`config.mk`:
```
export PLATFORM = sky130hd
export DESIGN_NAME = logic_gate_pipe
export DESIGN_NICKNAME = d
export VERILOG_FILES = /design/src/rtl/logic_gate_pipe.sv
export SDC_FILE = /design/constraint.sdc
export NUM_CORES = 1
export LEC_CHECK = 0
export ABC_CLOCK_PERIOD_IN_PS = 1900
export BUFFER_PORTS_ARGS = -buffer_cell sky130_fd_sc_hd__buf_4
export CORE_UTILIZATION = 50
export DETAILED_ROUTE_END_ITERATION = 8
export PLACE_DENSITY = 0.77
export SLEW_MARGIN = 10
export SYNTH_ARGS = -nofsm -noshare
export SYNTH_HDL_FRONTEND = slang
export SYNTH_SLANG_ARGS = --single-unit
```
`constraint.sdc`:
```
create_clock -name clk -period 1.9 [get_ports clk]
set_input_delay 0.285 -clock clk [delete_from_list [all_inputs] [get_ports clk]]
set_output_delay 0.285 -clock clk [all_outputs]
set_load 0.05 [all_outputs]
```
`src/rtl/logic_gate_pipe.sv`:
```
// -----------------------------------------------------------------------------
// logic_gate_pipe
//   Registered, WIDTH-bit bitwise gate unit with valid/ready handshakes on both
//   sides. Each accepted beat either produces one result directly (single-beat
//   operation) or contributes to a multi-beat accumulate packet. A packet folds
//   every beat's A operand into a running value using the gate latched on the
//   packet's first beat, and emits one result when its last beat arrives.
//
// Parameters
//   WIDTH      operand/result width in bits (>= 1)
//   CNT_W      width of the saturating beat counter (>= 2)
//
// Ports
//   clk        rising-edge clock
//   rst        asynchronous, active-high reset
//   in_valid   input beat valid
//   in_ready   beat is accepted when in_valid && in_ready
//   in_a       operand A
//   in_b       operand B (first beat of a packet only)
//   in_op      gate select: 0 AND, 1 OR, 2 NAND, 3 NOR, 4 XOR, 5 XNOR,
//              6 NOT A, 7 BUF A
//   in_acc     1 = this beat starts a multi-beat accumulate packet
//   in_last    final beat of an accumulate packet
//   out_valid  result valid
//   out_ready  consumer accepts when out_valid && out_ready
//   out_y      result
//   out_beats  number of beats folded into out_y (saturating)
// -----------------------------------------------------------------------------
module logic_gate_pipe #(
  parameter int WIDTH = 8,
  parameter int CNT_W = 8
) (
  input  logic             clk,
  input  logic             rst,
  input  logic             in_valid,
  output logic             in_ready,
  input  logic [WIDTH-1:0] in_a,
  input  logic [WIDTH-1:0] in_b,
  input  logic [2:0]       in_op,
  input  logic             in_acc,
  input  logic             in_last,
  output logic             out_valid,
  input  logic             out_ready,
  output logic [WIDTH-1:0] out_y,
  output logic [CNT_W-1:0] out_beats
);

  typedef enum logic [2:0] {
    OP_AND  = 3'd0,
    OP_OR   = 3'd1,
    OP_NAND = 3'd2,
    OP_NOR  = 3'd3,
    OP_XOR  = 3'd4,
    OP_XNOR = 3'd5,
    OP_NOTA = 3'd6,
    OP_BUFA = 3'd7
  } op_e;

  typedef enum logic {
    ST_IDLE,
    ST_ACCUM
  } state_e;

  localparam logic [CNT_W-1:0] CNT_MAX = '1;
  localparam logic [CNT_W-1:0] CNT_ONE = {{(CNT_W-1){1'b0}}, 1'b1};

  // Bitwise gate shared by the first beat (A op B) and the fold (acc op A).
  function automatic logic [WIDTH-1:0] gate(input op_e op,
                                            input logic [WIDTH-1:0] x,
                                            input logic [WIDTH-1:0] y);
    // NOTE: a default is assigned before the case so every path drives the
    // result; combinational code with an unassigned path infers a latch.
    gate = x;
    unique case (op)
      OP_AND:  gate = x & y;
      OP_OR:   gate = x | y;
      OP_NAND: gate = ~(x & y);
      OP_NOR:  gate = ~(x | y);
      OP_XOR:  gate = x ^ y;
      OP_XNOR: gate = ~(x ^ y);
      OP_NOTA: gate = ~x;
      OP_BUFA: gate = x;
    endcase
  endfunction

  // Packet state
  state_e           state,   state_next;
  logic [WIDTH-1:0] acc,     acc_next;
  logic [CNT_W-1:0] cnt,     cnt_next;
  op_e              op_q,    op_next;

  // Result load request towards the output register
  logic             load;
  logic [WIDTH-1:0] y_load;
  logic [CNT_W-1:0] beats_load;

  logic             xfer;
  logic [WIDTH-1:0] first_f;
  logic [WIDTH-1:0] fold_f;
  logic [CNT_W-1:0] cnt_sat;

  // The output register frees up either when empty or when the consumer takes
  // the current result this cycle; this also gates non-last packet beats so the
  // stall rule does not depend on where a beat sits within a packet.
  assign in_ready = !out_valid || out_ready;
  assign xfer     = in_valid && in_ready;

  assign first_f  = gate(op_e'(in_op), in_a, in_b);
  assign fold_f   = gate(op_q, acc, in_a);
  // Counter sticks at all-ones instead of wrapping back to a small value.
  assign cnt_sat  = (cnt == CNT_MAX) ? cnt : cnt + CNT_ONE;

  // ---------------------------------------------------------------------------
  // Next-state and result-load logic
  // ---------------------------------------------------------------------------
  always_comb begin
    state_next = state;
    acc_next   = acc;
    cnt_next   = cnt;
    op_next    = op_q;
    load       = 1'b0;
    y_load     = '0;
    beats_load = '0;

    if (xfer) begin
      unique case (state)
        ST_IDLE: begin
          if (in_acc && !in_last) begin
            acc_next   = first_f;
            op_next    = op_e'(in_op);
            cnt_next   = CNT_ONE;
            state_next = ST_ACCUM;
          end else begin
            // Plain beat, or a packet that is both first and last.
            load       = 1'b1;
            y_load     = first_f;
            beats_load = CNT_ONE;
          end
        end
        ST_ACCUM: begin
          // Inside a packet in_op, in_acc and in_b are don't-cares.
          acc_next = fold_f;
          cnt_next = cnt_sat;
          if (in_last) begin
            load       = 1'b1;
            y_load     = fold_f;
            beats_load = cnt_sat;
            acc_next   = '0;
            cnt_next   = '0;
            state_next = ST_IDLE;
          end
        end
      endcase
    end
  end

  // ---------------------------------------------------------------------------
  // Packet state registers
  // ---------------------------------------------------------------------------
  always_ff @(posedge clk or posedge rst) begin
    if (rst) begin
      state <= ST_IDLE;
      acc   <= '0;
      cnt   <= '0;
      op_q  <= OP_AND;
    end else begin
      // NOTE: registers are updated with non-blocking assignments so every
      // flop samples the pre-edge values, independent of statement order.
      state <= state_next;
      acc   <= acc_next;
      cnt   <= cnt_next;
      op_q  <= op_next;
    end
  end

  // ---------------------------------------------------------------------------
  // Output register: holds the result until the consumer takes it. A new
  // result loading in the same cycle as a take keeps out_valid high, giving
  // one result per cycle when out_ready stays asserted.
  // ---------------------------------------------------------------------------
  always_ff @(posedge clk or posedge rst) begin
    if (rst) begin
      out_valid <= 1'b0;
      out_y     <= '0;
      out_beats <= '0;
    end else if (load) begin
      out_valid <= 1'b1;
      out_y     <= y_load;
      out_beats <= beats_load;
    end else if (out_ready) begin
      out_valid <= 1'b0;
    end
  end

endmodule

```
==> flow_summary.toml <==
[worst_setup_path]
critical-path-max-stage-delay_ns = 0.49
cp-end-kind = "register"
r2r_start = "acc[6]"
cp_cell_sequence = "buf_6 > ha_4 > mux2_4 > mux4_2 > a22oi_2 > o21ai_1"
criticalPathCategory = "register to register"
crit_path_start = "acc[6]"
cp-start-kind = "register"
required_ns = 2.08
path_max_fanout = 3
slowest_stage = "mux4_2"
worstPathArrival_ns = 2.04

[logic_synthesis]
synth_top_family_by_area = "compound AO/OA/AOI/OAI gates"
synth-main-ff-cell = "dfrtp_1"
ys_types = 53
synth_area_um2 = 3470
muxShareOfSynthArea_pct = 14.2
yosys_register_bits = 37
syn_inst = 412
synth_most_common_cell = "nand2_1"
yosysWarnings = 0
async_reset_ff_share_pct = 100
synth-simple-area-share_pct = 18.6
synth_edf_count = 0
synth_nets = 470
synth_compound_area_share_pct = 20.0
yosys.area_share.adder_pct = 11.9
ys_seq_area_share_pct = 26.7
synth_common_cells = "nand2_1 (43), nor2_1 (39), dfrtp_1 (37), ha_1 (33), inv_1 (28)"
synth_xor_xnor_area_share_pct = 1.01
post_synth.cell_area_avg_um2 = 8.41
synth_area_leader_cell = "dfrtp_1"
synth_top_area_share_pct = 26.7
synth_area_leaders = "dfrtp_1 (27%), ha_1 (12%), mux2i_1 (7.2%)"

[placement]
dp_hpwl_um = 6010
port_buffers = 42
placed_cells = 523
finalWeightedCongestion = 0.796
place_area_um2 = 3880

[route]
first_iter_violations = 120
via_per_inst = 5.91
route.detailed.drc = 0
wl_um = 7920
dr.pass1.iters = 4
wl_per_cell_um = 14.8
antenna_left = 0
num_vias = 3157

[grt]
grt_pass1_wl_um = 13000
grt_antenna_before_repair = 0
grt_max_degree = 38
grt_pass1_vias = 2910
grt.total_usage_pct = 22.0
grt_overflow = 0

[clock_tree]
cts-buffers-inserted = 5
clkSinkCount = 37
root_buffer = "clkbuf_8"
cts_max_path_buffers = 2
cts_max_level = 2
clk_pin_slew_ns = 0.08
worstSkewPairLatency_ns = 0.29
cts_tree = "built"

[floorplan]
core_um2 = 6530
die_w_um = 85.3
die_y_um = 85.3
dieArea_um2 = 7270
start_util_pct = 53.1
io-pin-count = 43
num_rows = 29

[hold_path]
min_path_type = "primary input to async pin"

[pwr]
power_density_nw_per_um2 = 1000
power_switching_mw = 1.79
comb_power_share_pct = 56.6
p_int_mw = 2.26
pwr-share-clk_pct = 13.3
switching_share_pct = 44.2
ir_worst_vdd_mv = 0.892
pwr-share-seq_pct = 30.1
p_leak_nw = 1.93

[timing]
drv_slew = 0
max_slew_margin_pct = 66.5
finClkSkew_ns = 0.00949
hold_viol = 0
worstMarginPinSlew_ns = 0.498
final-setup-viol-count = 0
max_freq_mhz = 536
min_period_ns = 1.87
timing.final.crit_share_pct = 98.2
grt_setup_unrepaired = "yes"

[layout]
fin_cells = 534
final_area_um2 = 4040
nets = 514
area_delta_synth_final_pct = 16.4
seq_area_um2 = 927
multi_input_area_um2 = 2320
n_antenna_cell = 0
layout-drive-gt1-share_pct = 22.1
fillCellCount = 591

[run_status]
outcome = "finished clean"

[run]
max_cap_viol_count = 0
power by group through the flow:
stage / Sequential, mW / Clock, mW / Combinational, mW
after global routing: 1.25 / 0.590 / 2.52
after global placement: 1.22 / 0 / 2.10
after detailed placement: 1.23 / 0 / 2.19
after CTS: 1.21 / 0.552 / 2.23
final: 1.22 / 0.540 / 2.29
after floorplan: 1.43 / 0 / 1.42
critical path, delay by kind of cell, from the launching register on:
kind / cells / cell delay (ns)
AOI/OAI and AO/OA: 2 / 0.29
buffers and inverters: 1 / 0.14
muxes: 2 / 0.75
DFF: 1 / 0.43
adders and majority gates: 1 / 0.14
repair_timing:
| action | CTS | global route |
|---|---|---|
| hold buffers | 0 | 0 |
| setup buffers | 1 | 2 |
| gates resized for setup | 1 | 9 |
| setup endpoints to repair | 1 | 7 |
| pin swaps | 0 | 1 |
through the flow:
stage | utilization [%] | power [mW] | TNS (ns) | hold slack [ns] | worst slack [ns]
6_report | 61.8 | 4.05 | 0 | 0.106 | 0.0339
3_5_place_dp | 59.3 | 3.42 | -0.00689 | 0.435 | -0.00689
5_1_grt | 61.8 | 4.36 | -0.0687 | 0.141 | -0.0298
4_1_cts | 60.9 | 3.99 | 0 | 0.115 | 0.00472
2_1_floorplan | - | 2.85 | 0 | 0.465 | 0.137
3_3_place_gp | 59.3 | 3.32 | 0 | 0.426 | 0.0885
layout make-up:
cell class                      count  share of cell area (%)
Inverter                           28                    2.60
Timing Repair Buffer               64                    12.3
Clock buffer                        5                    1.71
Multi-Input combinational cell    320                    57.6
Sequential cell                    37                    23.0
Clock inverter                      3                   0.434
Tap cell                           77                    2.39
cell usage in the layout (no fill, tap or decap), drive strengths merged, types with 7 or more instances in the layout:
master  synthesis  final
nor3           10     10
dfrtp          37     37
nand2b         12     12
nor2           39     39
o21ai          19     19
inv            28     28
a211oi          7      7
a31oi          17     17
buf            16     64
mux2           17     17
mux2i          25     25
a21oi          18     18
ha             33     33
nand2          43     43
sequential cells by signal, indices dropped and copies added (netlist names):
| register | cells |
|---|---|
| state | 1 |
| cnt | 8 |
| out_beats | 8 |
| out_valid | 1 |
| op_q | 3 |
| acc | 8 |
| out_y | 8 |
path summary, 6_finish.rpt:
kind	end	slack [ns]	cells after the start
worst max-delay path	acc[6]	0.03	6
worst min-delay path	out_beats[5]	0.11	3
worst max register to register	acc[6]	0.03	6
worst min register to register	out_beats[2]	0.48	2
max in group asynchronous	out_valid	1.44	3
min in group clk	out_valid	0.32	3
logic make-up (layout without fill, tap and decap cells):
family          Yosys count  after routing
simple gates            136            136
compound gates          103            103
buf+inv                  55            100
mux                      44             44
flops                    37             37
fa+ha+maj                33             33
xor+xnor                  4              4
metal layers:
| layer | global-route usage, % | vias to the layer above | part of all wire (%) |
|---|---|---|---|
| li1 | - | 1565 | - |
| met1 | 28.1 | 1509 | 45 |
| met2 | 39.1 | 70 | 49 |
| met3 | 3.02 | 13 | 4.0 |
| met4 | 6.06 | 0 | 1.7 |
| met5 | 0 | - | 0 |
No activity file was read; power rests on OpenSTA's default activity.
